### config.mk
export PLATFORM = sky130hd
export DESIGN_NAME = miner_nonce_sched
export DESIGN_NICKNAME = d
export VERILOG_FILES = /design/src/rtl/miner_pkg.sv /design/src/rtl/miner_blk_regs.sv /design/src/rtl/miner_nonce_sched.sv
export SDC_FILE = /design/constraint.sdc
export NUM_CORES = 1
export LEC_CHECK = 0
export BUFFER_PORTS_ARGS = -buffer_cell sky130_fd_sc_hd__buf_2
export CAP_MARGIN = 40
export CORE_ASPECT_RATIO = 0.9
export CORE_MARGIN = 1
export CORE_UTILIZATION = 40
export DETAILED_ROUTE_END_ITERATION = 8
export GPL_TIMING_DRIVEN = 0
export PLACE_DENSITY = 0.6
export SLEW_MARGIN = 10
export SYNTH_ARGS = -nofsm -noshare
export SYNTH_HDL_FRONTEND = slang
export SYNTH_SLANG_ARGS = --single-unit
### constraint.sdc
create_clock -name clk -period 7.2 [get_ports clk]
set_input_delay 1.44 -clock clk [delete_from_list [all_inputs] [get_ports clk]]
set_output_delay 1.44 -clock clk [all_outputs]
set_load 0.05 [all_outputs]
### src/rtl/miner_pkg.sv
// Shared constants and types for the nonce-sweeping sha256 bus master.
// Holds the sha256 core register map, the CTRL/STATUS bit positions,
// the CTRL value that starts a SHA-256 hash, and the scheduler state encoding.
package miner_pkg;

  // sha256 core register map
  localparam logic [7:0] ADDR_CTRL    = 8'h08;
  localparam logic [7:0] ADDR_STATUS  = 8'h09;
  localparam logic [7:0] ADDR_BLOCK0  = 8'h10;
  localparam logic [7:0] ADDR_DIGEST0 = 8'h20;

  // CTRL: bit0 init, bit2 mode (1 = SHA-256). STATUS: bit0 ready, bit1 valid.
  localparam int CTRL_INIT_BIT    = 0;
  localparam int CTRL_MODE_BIT    = 2;
  localparam int STATUS_READY_BIT = 0;
  localparam int STATUS_VALID_BIT = 1;

  localparam logic [31:0] CTRL_START = 32'h0000_0005;

  typedef enum logic [2:0] {
    IDLE     = 3'd0,
    WAIT_RDY = 3'd1,
    WR_BLK   = 3'd2,
    WR_CTRL  = 3'd3,
    POLL     = 3'd4,
    RD_DIG   = 3'd5,
    DONE     = 3'd6
  } state_t;

endpackage

### src/rtl/miner_blk_regs.sv
// 16-word message block register file.
// Ports:
//   clk, rst            clock, synchronous active-high reset (clears all words)
//   we, waddr, wdata    single write port
//   raddr, nonce        read index and the nonce to substitute
//   rdata               block[raddr], or nonce when raddr == NONCE_IDX
module miner_blk_regs #(
  parameter int BITS      = 32,
  parameter int NONCE_IDX = 3
) (
  input  logic            clk,
  input  logic            rst,
  input  logic            we,
  input  logic [3:0]      waddr,
  input  logic [BITS-1:0] wdata,
  input  logic [3:0]      raddr,
  input  logic [BITS-1:0] nonce,
  output logic [BITS-1:0] rdata
);

  logic [BITS-1:0] mem [16];

  always_ff @(posedge clk) begin
    if (rst) begin
      for (int i = 0; i < 16; i++) mem[i] <= '0;
    end else if (we) begin
      mem[waddr] <= wdata;
    end
  end

  // The stored word at NONCE_IDX is never sent to the core; the sweeping
  // nonce takes its place.
  assign rdata = (raddr == 4'(NONCE_IDX)) ? nonce : mem[raddr];

endmodule

### src/rtl/miner_nonce_sched.sv
// Nonce sweep scheduler: drives the sha256 core register bus directly.
// For each nonce in [nonce_start .. nonce_end] (wrapping mod 2^32) it waits
// for core ready, writes the 16-word block with the nonce substituted,
// writes CTRL, polls for valid, reads DIGEST0 and compares it to target.
//
// Core bus: a write takes effect at the clock edge ending a cycle that shows
// sha_cs=1, sha_we=1; a read returns sha_read_data combinationally in the
// same cycle that shows sha_cs=1, sha_we=0 and the address. All sha_* outputs
// come straight from flops.
//
// Ports:
//   clk, rst                         clock, synchronous active-high reset
//   start, stop                      sweep start pulse, abort level
//   blk_we, blk_addr, blk_wdata      block word load (IDLE/DONE only)
//   nonce_start, nonce_end, target   sweep configuration, latched on start
//   sha_cs/we/address/write_data     core register bus outputs
//   sha_read_data                    core read data
//   busy, done, found, aborted       status (done/found/aborted sticky)
//   cur_nonce, found_nonce, found_digest0   sweep results
//   dbg_state                        current scheduler state
module miner_nonce_sched
  import miner_pkg::*;
#(
  parameter int BITS       = 32,
  parameter int NONCE_IDX  = 3,
  parameter int POLL_LIMIT = 1024
) (
  input  logic            clk,
  input  logic            rst,
  input  logic            start,
  input  logic            stop,
  input  logic            blk_we,
  input  logic [3:0]      blk_addr,
  input  logic [BITS-1:0] blk_wdata,
  input  logic [BITS-1:0] nonce_start,
  input  logic [BITS-1:0] nonce_end,
  input  logic [BITS-1:0] target,
  output logic            sha_cs,
  output logic            sha_we,
  output logic [7:0]      sha_address,
  output logic [BITS-1:0] sha_write_data,
  input  logic [BITS-1:0] sha_read_data,
  output logic            busy,
  output logic            done,
  output logic            found,
  output logic            aborted,
  output logic [BITS-1:0] cur_nonce,
  output logic [BITS-1:0] found_nonce,
  output logic [BITS-1:0] found_digest0,
  output state_t          dbg_state
);

  localparam int PW = $clog2(POLL_LIMIT + 1);

  state_t          state_q, state_d;
  logic [3:0]      k_q, k_d;
  logic [PW-1:0]   poll_q, poll_d;
  logic [BITS-1:0] nonce_d, end_q, end_d, target_q, target_d;
  logic [BITS-1:0] fnonce_d, fd0_d, blk_rdata, wdata_d;
  logic            done_d, found_d, aborted_d;
  logic            cs_d, we_d;
  logic [7:0]      addr_d;
  logic            busy_s, poll_hit;

  assign busy_s    = (state_q != IDLE) && (state_q != DONE);
  assign busy      = busy_s;
  assign dbg_state = state_q;
  assign poll_hit  = (poll_q == PW'(POLL_LIMIT - 1));

  // Read index and nonce follow the *next* state so the registered write
  // data lines up with the registered address.
  miner_blk_regs #(.BITS(BITS), .NONCE_IDX(NONCE_IDX)) u_blk_regs (
    .clk   (clk),
    .rst   (rst),
    .we    (blk_we && !busy_s),
    .waddr (blk_addr),
    .wdata (blk_wdata),
    .raddr (k_d),
    .nonce (nonce_d),
    .rdata (blk_rdata)
  );

  always_ff @(posedge clk) begin
    if (rst) begin
      state_q        <= IDLE;
      k_q            <= '0;
      poll_q         <= '0;
      end_q          <= '0;
      target_q       <= '0;
      cur_nonce      <= '0;
      found_nonce    <= '0;
      found_digest0  <= '0;
      done           <= 1'b0;
      found          <= 1'b0;
      aborted        <= 1'b0;
      sha_cs         <= 1'b0;
      sha_we         <= 1'b0;
      sha_address    <= '0;
      sha_write_data <= '0;
    end else begin
      state_q        <= state_d;
      k_q            <= k_d;
      poll_q         <= poll_d;
      end_q          <= end_d;
      target_q       <= target_d;
      cur_nonce      <= nonce_d;
      found_nonce    <= fnonce_d;
      found_digest0  <= fd0_d;
      done           <= done_d;
      found          <= found_d;
      aborted        <= aborted_d;
      sha_cs         <= cs_d;
      sha_we         <= we_d;
      sha_address    <= addr_d;
      sha_write_data <= wdata_d;
    end
  end

  // Next state. Order of priority: stop, then poll timeout, then normal flow.
  always_comb begin
    state_d   = state_q;
    k_d       = k_q;
    poll_d    = poll_q;
    nonce_d   = cur_nonce;
    end_d     = end_q;
    target_d  = target_q;
    fnonce_d  = found_nonce;
    fd0_d     = found_digest0;
    done_d    = done;
    found_d   = found;
    aborted_d = aborted;

    if (busy_s && stop) begin
      state_d   = DONE;
      done_d    = 1'b1;
      aborted_d = 1'b1;
      found_d   = 1'b0;
    end else begin
      case (state_q)
        IDLE, DONE: begin
          if (start) begin
            state_d   = WAIT_RDY;
            poll_d    = '0;
            nonce_d   = nonce_start;
            end_d     = nonce_end;
            target_d  = target;
            done_d    = 1'b0;
            found_d   = 1'b0;
            aborted_d = 1'b0;
          end
        end
        WAIT_RDY: begin
          if (poll_hit) begin
            state_d   = DONE;
            done_d    = 1'b1;
            aborted_d = 1'b1;
          end else if (sha_read_data[STATUS_READY_BIT]) begin
            state_d = WR_BLK;
            k_d     = '0;
          end else begin
            poll_d = poll_q + 1'b1;
          end
        end
        WR_BLK: begin
          if (k_q == 4'd15) state_d = WR_CTRL;
          else              k_d     = k_q + 4'd1;
        end
        WR_CTRL: begin
          state_d = POLL;
          poll_d  = '0;
        end
        POLL: begin
          // poll_q == 0 is the cycle right after the CTRL write, where the
          // core can still report the previous hash as valid.
          if (poll_hit) begin
            state_d   = DONE;
            done_d    = 1'b1;
            aborted_d = 1'b1;
          end else if ((poll_q != '0) && sha_read_data[STATUS_VALID_BIT]) begin
            state_d = RD_DIG;
          end else begin
            poll_d = poll_q + 1'b1;
          end
        end
        RD_DIG: begin
          if (sha_read_data <= target_q) begin
            fnonce_d = cur_nonce;
            fd0_d    = sha_read_data;
            found_d  = 1'b1;
            done_d   = 1'b1;
            state_d  = DONE;
          end else if (cur_nonce == end_q) begin
            done_d  = 1'b1;
            state_d = DONE;
          end else begin
            nonce_d = cur_nonce + BITS'(1);
            poll_d  = '0;
            state_d = WAIT_RDY;
          end
        end
        default: state_d = IDLE;
      endcase
    end
  end

  // Bus outputs decoded from the state being entered, then registered.
  always_comb begin
    cs_d    = 1'b0;
    we_d    = 1'b0;
    addr_d  = '0;
    wdata_d = '0;
    case (state_d)
      WAIT_RDY, POLL: begin
        cs_d   = 1'b1;
        addr_d = ADDR_STATUS;
      end
      WR_BLK: begin
        cs_d    = 1'b1;
        we_d    = 1'b1;
        addr_d  = ADDR_BLOCK0 | {4'h0, k_d};
        wdata_d = blk_rdata;
      end
      WR_CTRL: begin
        cs_d    = 1'b1;
        we_d    = 1'b1;
        addr_d  = ADDR_CTRL;
        wdata_d = BITS'(CTRL_START);
      end
      RD_DIG: begin
        cs_d   = 1'b1;
        addr_d = ADDR_DIGEST0;
      end
      default: ;
    endcase
  end

endmodule

---- Yosys cells after proc, flatten, opt, wreduce, memory -nomap -nowiden ----
Memories as Yosys holds them, arrays and structs flattened.
Index checks and enable logic that the tools add are counted.
storage, ports and cells
  register bits ........................... 223
  memory bits (writable) .................. 512
  input port bits ......................... 169
  output and inout port bits .............. 145
  memories ................................ 1
memories
  memory          words  bits a word  rd ports  clocked after Yosys merged registers in  write ports  line                  source
  u_blk_regs.mem  16     32           1         0                                        16           miner_blk_regs.sv:21  logic [BITS-1:0] mem [16];
operators by class
  add/subtract/negate cells ............... 3
  $lt $le $gt $ge ......................... 1
  equality and inequality tests ........... 27
  muxes and demuxes ....................... 51
  bitwise gates (word level) .............. 1
  reduce and logical (&&, ||, !) cells .... 25
operators with widths
  kind                     number
  $mux W32                 6
  $pmux W32 S2             2
  $mux W11                 7
  $pmux W11 S5             1
  $add A32 B1 Y32 const B  1
  $eq A32 B32 Y1           1
  $le A32 B32 Y1           1
  $reduce_or A32 Y1        1
  $mux W3                  9
  $pmux W6 S4              1
  $mux W4                  5
  $pmux W3 S6              1
  $ne A2 B2 Y1 const B     8
  $eq A3 B3 Y1 const B     5
  $mux W1                  15
  $eq A3 B2 Y1 const B     4
  $reduce_and A3 Y1        4
  $add A11 B1 Y11 const B  1
  $eq A11 B10 Y1 const B   1
  $reduce_bool A11 Y1      1
  $reduce_or A2 Y1         5
  $reduce_and A9 Y1        1
  $pmux W4 S2              1
  $eq A3 B1 Y1 const B     2
  18 further kinds         24

---- Longest topological paths before layout ----
Gate-level depths: netlist (run 1).
  word-level depth ........................ 9
  depth in mapped cells ................... 13

---- Modules after synthesis ----
From an unflattened synthesis (run 1), not the netlist that was laid out.
second synthesis, totals
  cells, all modules ...................... 2917
  area total of the unflattened synthesis .. 32931.6 µm²
by module, submodules not included
  module             times used  cells each  area an instance (µm²)  sequential area each (µm²)
  miner_blk_regs     1           1595        22380.2                 14413.8
  miner_nonce_sched  1           1322        10551.4                 4424.2

---- Worst setup path after synthesis (run 1) ----
No wires, ideal clock.
  path type ............................... input -> register
  start point ............................. in rst
  end point ............................... mem u_blk_regs.mem[4][0], enable pin
  setup time .............................. 0.466 ns
  data arrival time ....................... 4.381 ns
  setup slack ............................. 2.353 ns
  stages on the path ...................... 6
  buffers on the path ..................... 1
  cell sequence ........................... clkbuf_1 -> nor2b_1 -> nand2_1 -> nor2_1 -> nand2b_1 -> o21ai_0
RTL lines
  what             line                     source
  start, declared  miner_nonce_sched.sv:29  input logic rst,
  end, declared    miner_blk_regs.sv:21

---- Final worst setup path (run 1) ----
  start point ............................. in sha_read_data[13]
  end point ............................... reg sha_write_data[12]
on the way
  word-level cells in the longest chain between the ends .. 6
  elaborated cells on any way between the ends .. 11
  classes of those cells .................. order compare (1); eq/ne (2); mux (8)
RTL lines
  what                                         line                                            source
  start, declared                              miner_nonce_sched.sv:42                         input logic [BITS-1:0] sha_read_data,
  $le A32 B32 Y1 *                             miner_nonce_sched.sv:186                        if (sha_read_data <= target_q) begin
  $mux W3 or $mux W32 (tied branches)          miner_nonce_sched.sv:186
  $pmux W3 S6 or $pmux W32 S2 (tied branches)  miner_nonce_sched.sv:139                        case (state_q)
  $mux W3 or $mux W32 (tied branches)          miner_nonce_sched.sv:133                        if (busy_s && stop) begin
  $eq A3 B2 Y1 or $mux W32 (tied branches)     miner_nonce_sched.sv:212, miner_blk_regs.sv:33
  $pmux W32 S2 *                               miner_nonce_sched.sv:212                        case (state_d)
  end signal, assigned                         miner_nonce_sched.sv:115                        sha_write_data <= wdata_d;
  end, declared                                miner_nonce_sched.sv:41                         output logic [BITS-1:0] sha_write_data,
Every way passes the cells marked *; elsewhere a longest branch is shown, timed or not.
A chain may end at the register's enable or synchronous reset.

==> key figures, run 1 <==
Final layout
  • Final Instance Area: between 40,000 and 50,000 um2
  • Most frequent cells in the layout: 641 x nand2_1, 515 x and2_1, 502 x edfxtp_1
  • Area grow syn2layout: 19.21%
  • Most common cell after layout, fill and taps aside: nand2_1
  • Nets@finish: approximately 4,000
  • Fraction of layout cells with a size suffix above 1: 0.1622
  • Final cell count without fillers: 4,919

Power
  • Total Power: 15.40 mW
  • Power Dens Cells: between 300 and 400 nW/um2
  • Static Leak: 15.87 nW
  • VDD IR max: approximately 0.19 mV

Die
  • DIE HEIGHT: 278.9 um
  • Die width: 309.6 um
  • Ports: about 310
  • Core Area: 84,290 um2
  • Starting density of the core: 0.4042
  • Die ar.: 86,350 um2
  • Row count: ~100

Timing
  • Fmax: 198.2 MHz
  • Worst Max-Slew Pin Slew: 1.250 ns
  • Tmin final: 5.045 ns
  • RSZ-0062 raised after global routing: no
  • Final setup violation count: 0
  • Fin Setup TNS: 0 ns
  • Tcrit/Tclk final: 0.7008
  • Worst hold margin: between 0.4 and 0.5 ns
  • Max_slew headroom: 0.1669
  • Number of hold violations in the final report: 0
  • Clk_skew: 0.02580 ns
  • Max-slew violations: 0

Clock tree
  • Htree depth: 3
  • Hold Buf Count CTS: 0
  • CTS Buf Count: 79
  • Worst-path clk slew: 0.06 ns
  • CTS tree: done
  • CTS resizes: 0
  • Clock buffer depth: 3
  • # clock sinks: 723
  • CTS Root Cell: clkbuf_16
  • Post CTS Setup Buffer Count: 0
  • Clk_lat worst skew: 0.67 ns

Critical path
  • CP required: 7.69 ns
  • Crit path max fanout: 10
  • Crit path DAT: 5.54 ns
  • Worst Setup Start Kind: input port
  • WS Path Type: in -> reg
  • CP endpoint kind: register

Worst hold path
  • Worst Hold Class: reg -> reg

Yosys
  • Yosys reg bits: between 700 and 800
  • Yosys warns: 0
  • Ys async rst share: 0
  • Mapped Area: 34,070 um2
  • Post-synth top flop: edfxtp_1
  • Number of synthesized flops with an enable pin: 502
  • Top-area cell type share of the netlist area: 0.4425
  • Register area share after synthesis: 0.5723
  • Top cells by area, synth: edfxtp_1 44%, dfxtp_1 13%, and2_1 9.5%, nand2_1 7.1%, mux2i_1 3.7%
  • Cell taking the most area after synthesis: edfxtp_1
  • Synthesized instance count: 3,274
  • Library cells used by synthesis: 91
  • Avg Cell Area, Syn: approximately 10 um2

Global routing
  • Vias in the first global route: 26,260
  • Antenna violations before repair: 16
  • GRT Overall Usage: 0.3151
  • Total grt overflow: 0
  • Largest net degree at the start of global routing: 23
  • First-pass GRT wire length: 191,700 um

Placement
  • Placed cell count: 4,773
  • Routability congestion estimate: 0.9765
  • HPWL Detailed: between 90,000 and 100,000 um
  • Port bufs: 309
  • Post-DP Area: around 38,000 um2

Detailed routing
  • Vias per cell: 5.731
  • Routed WL per cell: 28.16 um
  • DRT Pass-1 Iters: 6
  • Initial detailed-routing violation count: 3,698
  • Routed wire length: 138,500 um
  • DR DRC count: 0
  • Final ANT Viol Nets: 0
  • Vias: 28,190

Status
  • Status: finished, final reports clean

Flow run
  • Max-cap violations: 0
## flip-flops by register name (all words and copies together) (netlist names)
signal and count:
end_q 32, poll_q 11, sha_we 1, found 1, u_blk_regs.mem 502, sha_write_data 32, sha_cs 1, found_nonce 32
found_digest0 32, k_q 4, done 1, dbg_state 3, target_q 32, sha_address 6, aborted 1, cur_nonce 32
## synth_stat cells (all sizes together), types with 6 or more instances
master and n:
nand2 643, and2 516, edfxtp 502, dfxtp 221, a21oi 182, clkbuf 172
mux2i 126, nor2 102, buf 87, and3 78, nand3 76, o21ai 53
inv 50, a31oi 37, ha 37, nand4 37, xnor2 35, o22ai 30
nor4 23, a311oi 20, nor3 20, a221oi 18, a32o 16, a211oi 15
o211ai 12, or2 11, a21o 10, a22oi 10, a311o 10, o311ai 10
or3 9, nand2b 8, mux2 6, o311a 6, or4 6
## critical path, cell delays in order
cell	delay, ns
buf_2	0.11
ha_1	0.29
nand4_1	0.19
nor4_1	0.74
nor2b_1	0.19
o41a_1	0.28
o21ai_1	0.46
buf_2	0.38
buf_1	0.59
o21a_1	0.21
o21ai_0	0.10
a211oi_1	0.55
## power by group
| part | internal, mW | switching (mW) | total, mW | leakage, nW |
|---|---|---|---|---|
| Sequential | 4.83 | 0.294 | 5.12 | 6.99 |
| Clock | 2.25 | 1.78 | 4.02 | 1.21 |
| Combinational | 1.69 | 4.57 | 6.25 | 7.67 |
| Total | 8.76 | 6.64 | 15.4 | 15.9 |
## worst paths after layout
kind | start | endpoint | slack (ns) | depth (start not counted)
worst max register to register | k_q[0] | sha_write_data[26] | 2.58 | 11
worst max-delay path | sha_read_data[13] | sha_write_data[12] | 2.15 | 12
worst min-delay path | found_digest0[16] | found_digest0[16] | 0.45 | 2
worst min register to register | found_digest0[16] | found_digest0[16] | 0.45 | 2
## metal layers
metal,track usage,wire (um),up-vias
li1,-,-,12420
met1,0.4031,53540,13590
met2,0.4886,61270,1770
met3,0.08159,15720,400
met4,0.1654,7869,16
met5,0,118,-
## layout make-up
| class | count | area, um2 |
|---|---|---|
| buffer | 259 | 1192 |
| timing repair buffer | 366 | 2479 |
| fill | 7929 | 43680 |
| sequential | 723 | 19500 |
| clock buffer | 100 | 2131 |
| inverter | 50 | 187.7 |
| antenna | 7 | 17.52 |
| clock inverter | 38 | 345.3 |
| tap | 1133 | 1418 |
| multi-input combinational | 2243 | 13340 |
## logic make-up after synthesis
family                     count (synthesis)  synth area share
and+or+nand+nor                         1551            0.2299
DFF                                      723            0.5723
AOI/OAI and AO/OA                        485           0.09534
buffers and inverters                    309           0.04051
muxes                                    132           0.03900
adders and majority gates                 37           0.01359
xor gates and xnor gates                  36          0.009255
other                                      1         0.0001101
## through the flow
stage,setup WS (ns),utilization
detailed placement,1.575,0.4522
global route,2.224,0.4817
finish,2.155,0.4818
floorplan,2.353,-
global placement,-1.842,0.4394
CTS,2.257,0.4816
Power figures use the tool's default switching activity.
==> run 2, diff against run 1 <==
ABC_AREA = 1   (was unset)
PLACE_DENSITY = 0.63   (was 0.6)
clock period = 4.3 ns   (was 7.2 ns; I/O delays follow)
==> key figures, run 2 <==
Status
  • Status: finished, final reports clean

Global routing
  • Antenna violations before repair: 9
  • First-pass GRT wire length: between 150,000 and 200,000 um
  • Vias in the first global route: ~28,000
  • Total grt overflow: 0
  • GRT Overall Usage: 0.2747
  • Largest net degree at the start of global routing: 33

Yosys
  • Cell taking the most area after synthesis: edfxtp_1
  • Synthesized instance count: approximately 4,200
  • Library cells used by synthesis: 41
  • Register area share after synthesis: 0.5689
  • Mapped Area: approximately 35,000 um2
  • Ys async rst share: 0
  • Yosys reg bits: 733
  • Yosys warns: 0
  • Top-area cell type share of the netlist area: 0.4417
  • Number of synthesized flops with an enable pin: 512
  • Post-synth top flop: edfxtp_1
  • Avg Cell Area, Syn: between 8 and 9 um2
  • Top post-synthesis cells by count: 1,111 x nand2_1, 750 x nor2_1, 582 x nand3_1, 512 x edfxtp_1, 221 x dfxtp_1
  • Top cells by area, synth: edfxtp_1 44%, dfxtp_1 13%, nand2_1 12%, nand3_1 8.4%, nor2_1 8.1%
  • Cell with the most instances after synthesis: nand2_1

Detailed routing
  • Routed wire length: 124,900 um
  • DRT Pass-1 Iters: 6
  • Initial detailed-routing violation count: 3,687
  • Routed WL per cell: approximately 21 um
  • Vias: 31,200
  • Final ANT Viol Nets: 0
  • Vias per cell: 5.370
  • DR DRC count: 0

Clock tree
  • Htree depth: 3
  • Clk_lat worst skew: 0.67 ns
  • CTS Buf Count: between 80 and 90
  • CTS Root Cell: clkbuf_16
  • CTS tree: done
  • Hold Buf Count CTS: 0
  • Clock buffer depth: 3
  • Worst-path clk slew: 0.06 ns
  • # clock sinks: 733

Critical path
  • Slowest CP cell: dfxtp_1
  • CP required: 4.78 ns
  • Worst-path cell chain: inv_2 -> nor3_2 -> nand2_1 -> inv_1 -> nand3b_1 -> nand2_2 -> buf_2 -> buf_2 -> nand2_1 -> nand3_1 -> nand3_1 -> nand3_1 -> nand2_1 -> nand2_1 -> nand3_1 -> nor2_1
  • CP endpoint kind: register
  • Critical path's largest stage delay: 0.51 ns
  • Crit path max fanout: 10
  • Crit path DAT: between 4 and 5 ns
  • Worst Setup Start Kind: register
  • WS Path Type: reg -> reg

Power
  • Static Leak: 17.18 nW
  • Sw Ratio: 0.3847
  • Flop pwr share: 0.371
  • Total Power: 23.31 mW
  • Power Dens Cells: 568.9 nW/um2
  • Int Pwr: 14.34 mW
  • Switching power: 8.967 mW
  • VDD IR max: 0.3549 mV
  • Combinational share of power: 0.317
  • Clock power frac: 0.312

Final layout
  • Most common cell after layout, fill and taps aside: nand2_1
  • Final Instance Area: 40,980 um2
  • Area grow syn2layout: 17.74%
  • Max reg flops: 512
  • Final cell count without fillers: 5,810
  • Most frequent cells in the layout: 1,095 x nand2_1, 749 x nor2_1, 582 x nand3_1
  • Nets@finish: 4,793
  • Most flop-heavy register: u_blk_regs.mem
  • Fraction of layout cells with a size suffix above 1: 0.1208

Timing
  • Worst Max-Slew Pin Slew: 0.9353 ns
  • Final setup violation count: 0
  • Tmin final: 4.211 ns
  • Max-slew violations: 0
  • Fmax: 237.5 MHz
  • Max_slew headroom: 0.3716
  • RSZ-0062 raised after global routing: no
  • Tcrit/Tclk final: 0.9792
  • Fin Setup TNS: 0 ns
  • Worst hold margin: 0.4299 ns
  • Clk_skew: 0.03399 ns
  • Number of hold violations in the final report: 0

Die
  • Row count: approximately 100
  • Die width: approximately 310 um
  • Starting density of the core: 0.4040
  • DIE HEIGHT: ~280 um
  • Core Area: ~86,000 um2
  • Ports: ~310
  • Die ar.: between 80,000 and 90,000 um2

Placement
  • Placed cell count: 5,647
  • HPWL Detailed: 93,010 um
  • Routability congestion estimate: roughly 0.98
  • Post-DP Area: approximately 38,000 um2
  • Port bufs: 310

Flow run
  • Max-cap violations: 0

Worst hold path
  • Worst Hold Class: in -> reg
run 2: final cells by class:
cell class	count	area (um2)
multi-input cells	2936	13040
clock inverters	44	605.6
flip-flops and latches	733	19800
plain buffers	292	1201
inverters	218	818.3
clock buffers	105	2178
diodes	13	32.53
fillers	8361	45170
repair buffers	325	1873
well taps	1144	1431
run 2: path summary, 6_finish.rpt:
kind	start	to	slack, ns	cells past startpoint
max	dbg_state[1]	sha_write_data[13]	0.09	16
min	nonce_end[0]	end_q[0]	0.43	3
max reg2reg	dbg_state[1]	sha_write_data[13]	0.09	16
min reg2reg	found_nonce[1]	found_nonce[1]	0.46	2
run 2: cell families after synthesis:
| logic type | count (synthesis) | synth area share |
|---|---|---|
| xor+xnor | 49 | 0.01233 |
| buf+inv | 510 | 0.05795 |
| other cells | 1 | 0.0001077 |
| flops | 733 | 0.5689 |
| fa+ha+maj | 37 | 0.01330 |
| simple gates | 2512 | 0.2967 |
| compound gates | 336 | 0.05080 |
run 2: through the flow:
step,setup slack [ns],util
after global routing,0.002742,0.4756
final,0.08931,0.4757
after floorplan,1.272,-
after global placement,-0.6793,0.4387
after CTS,0.2311,0.4751
after detailed placement,-0.2524,0.4428
run 2: layer usage:
layer  GRT usage  wire length, um  vias up
met4      0.1188             5334        0
met2      0.4113            54390     1558
met5           0                0        -
li1            -                -    14580
met3     0.04715            12040      252
met1      0.3904            53120    14810
run 2: critical path, delay by kind of cell, from the launching register on:
family	cells	cell delay, ns
AND/OR/NAND/NOR	12	2.54
buffers and inverters	4	0.98
flip-flops	1	0.51
run 2: power by group through the flow:
stage | clock [mW] | sequential [mW] | combinational [mW]
finish | 7.28 | 8.64 | 7.39
global route | 7.60 | 8.69 | 8.07
CTS | 7.32 | 8.63 | 7.27
detailed placement | 0 | 8.78 | 7.22
global placement | 0 | 8.78 | 7.14
floorplan | 0 | 9.22 | 4.26
run 2: what timing repair did:
action / CTS / global route
gates resized for setup: 0 / 4
endpoints found under the setup margin: 0 / 5
setup buffers: 0 / 1
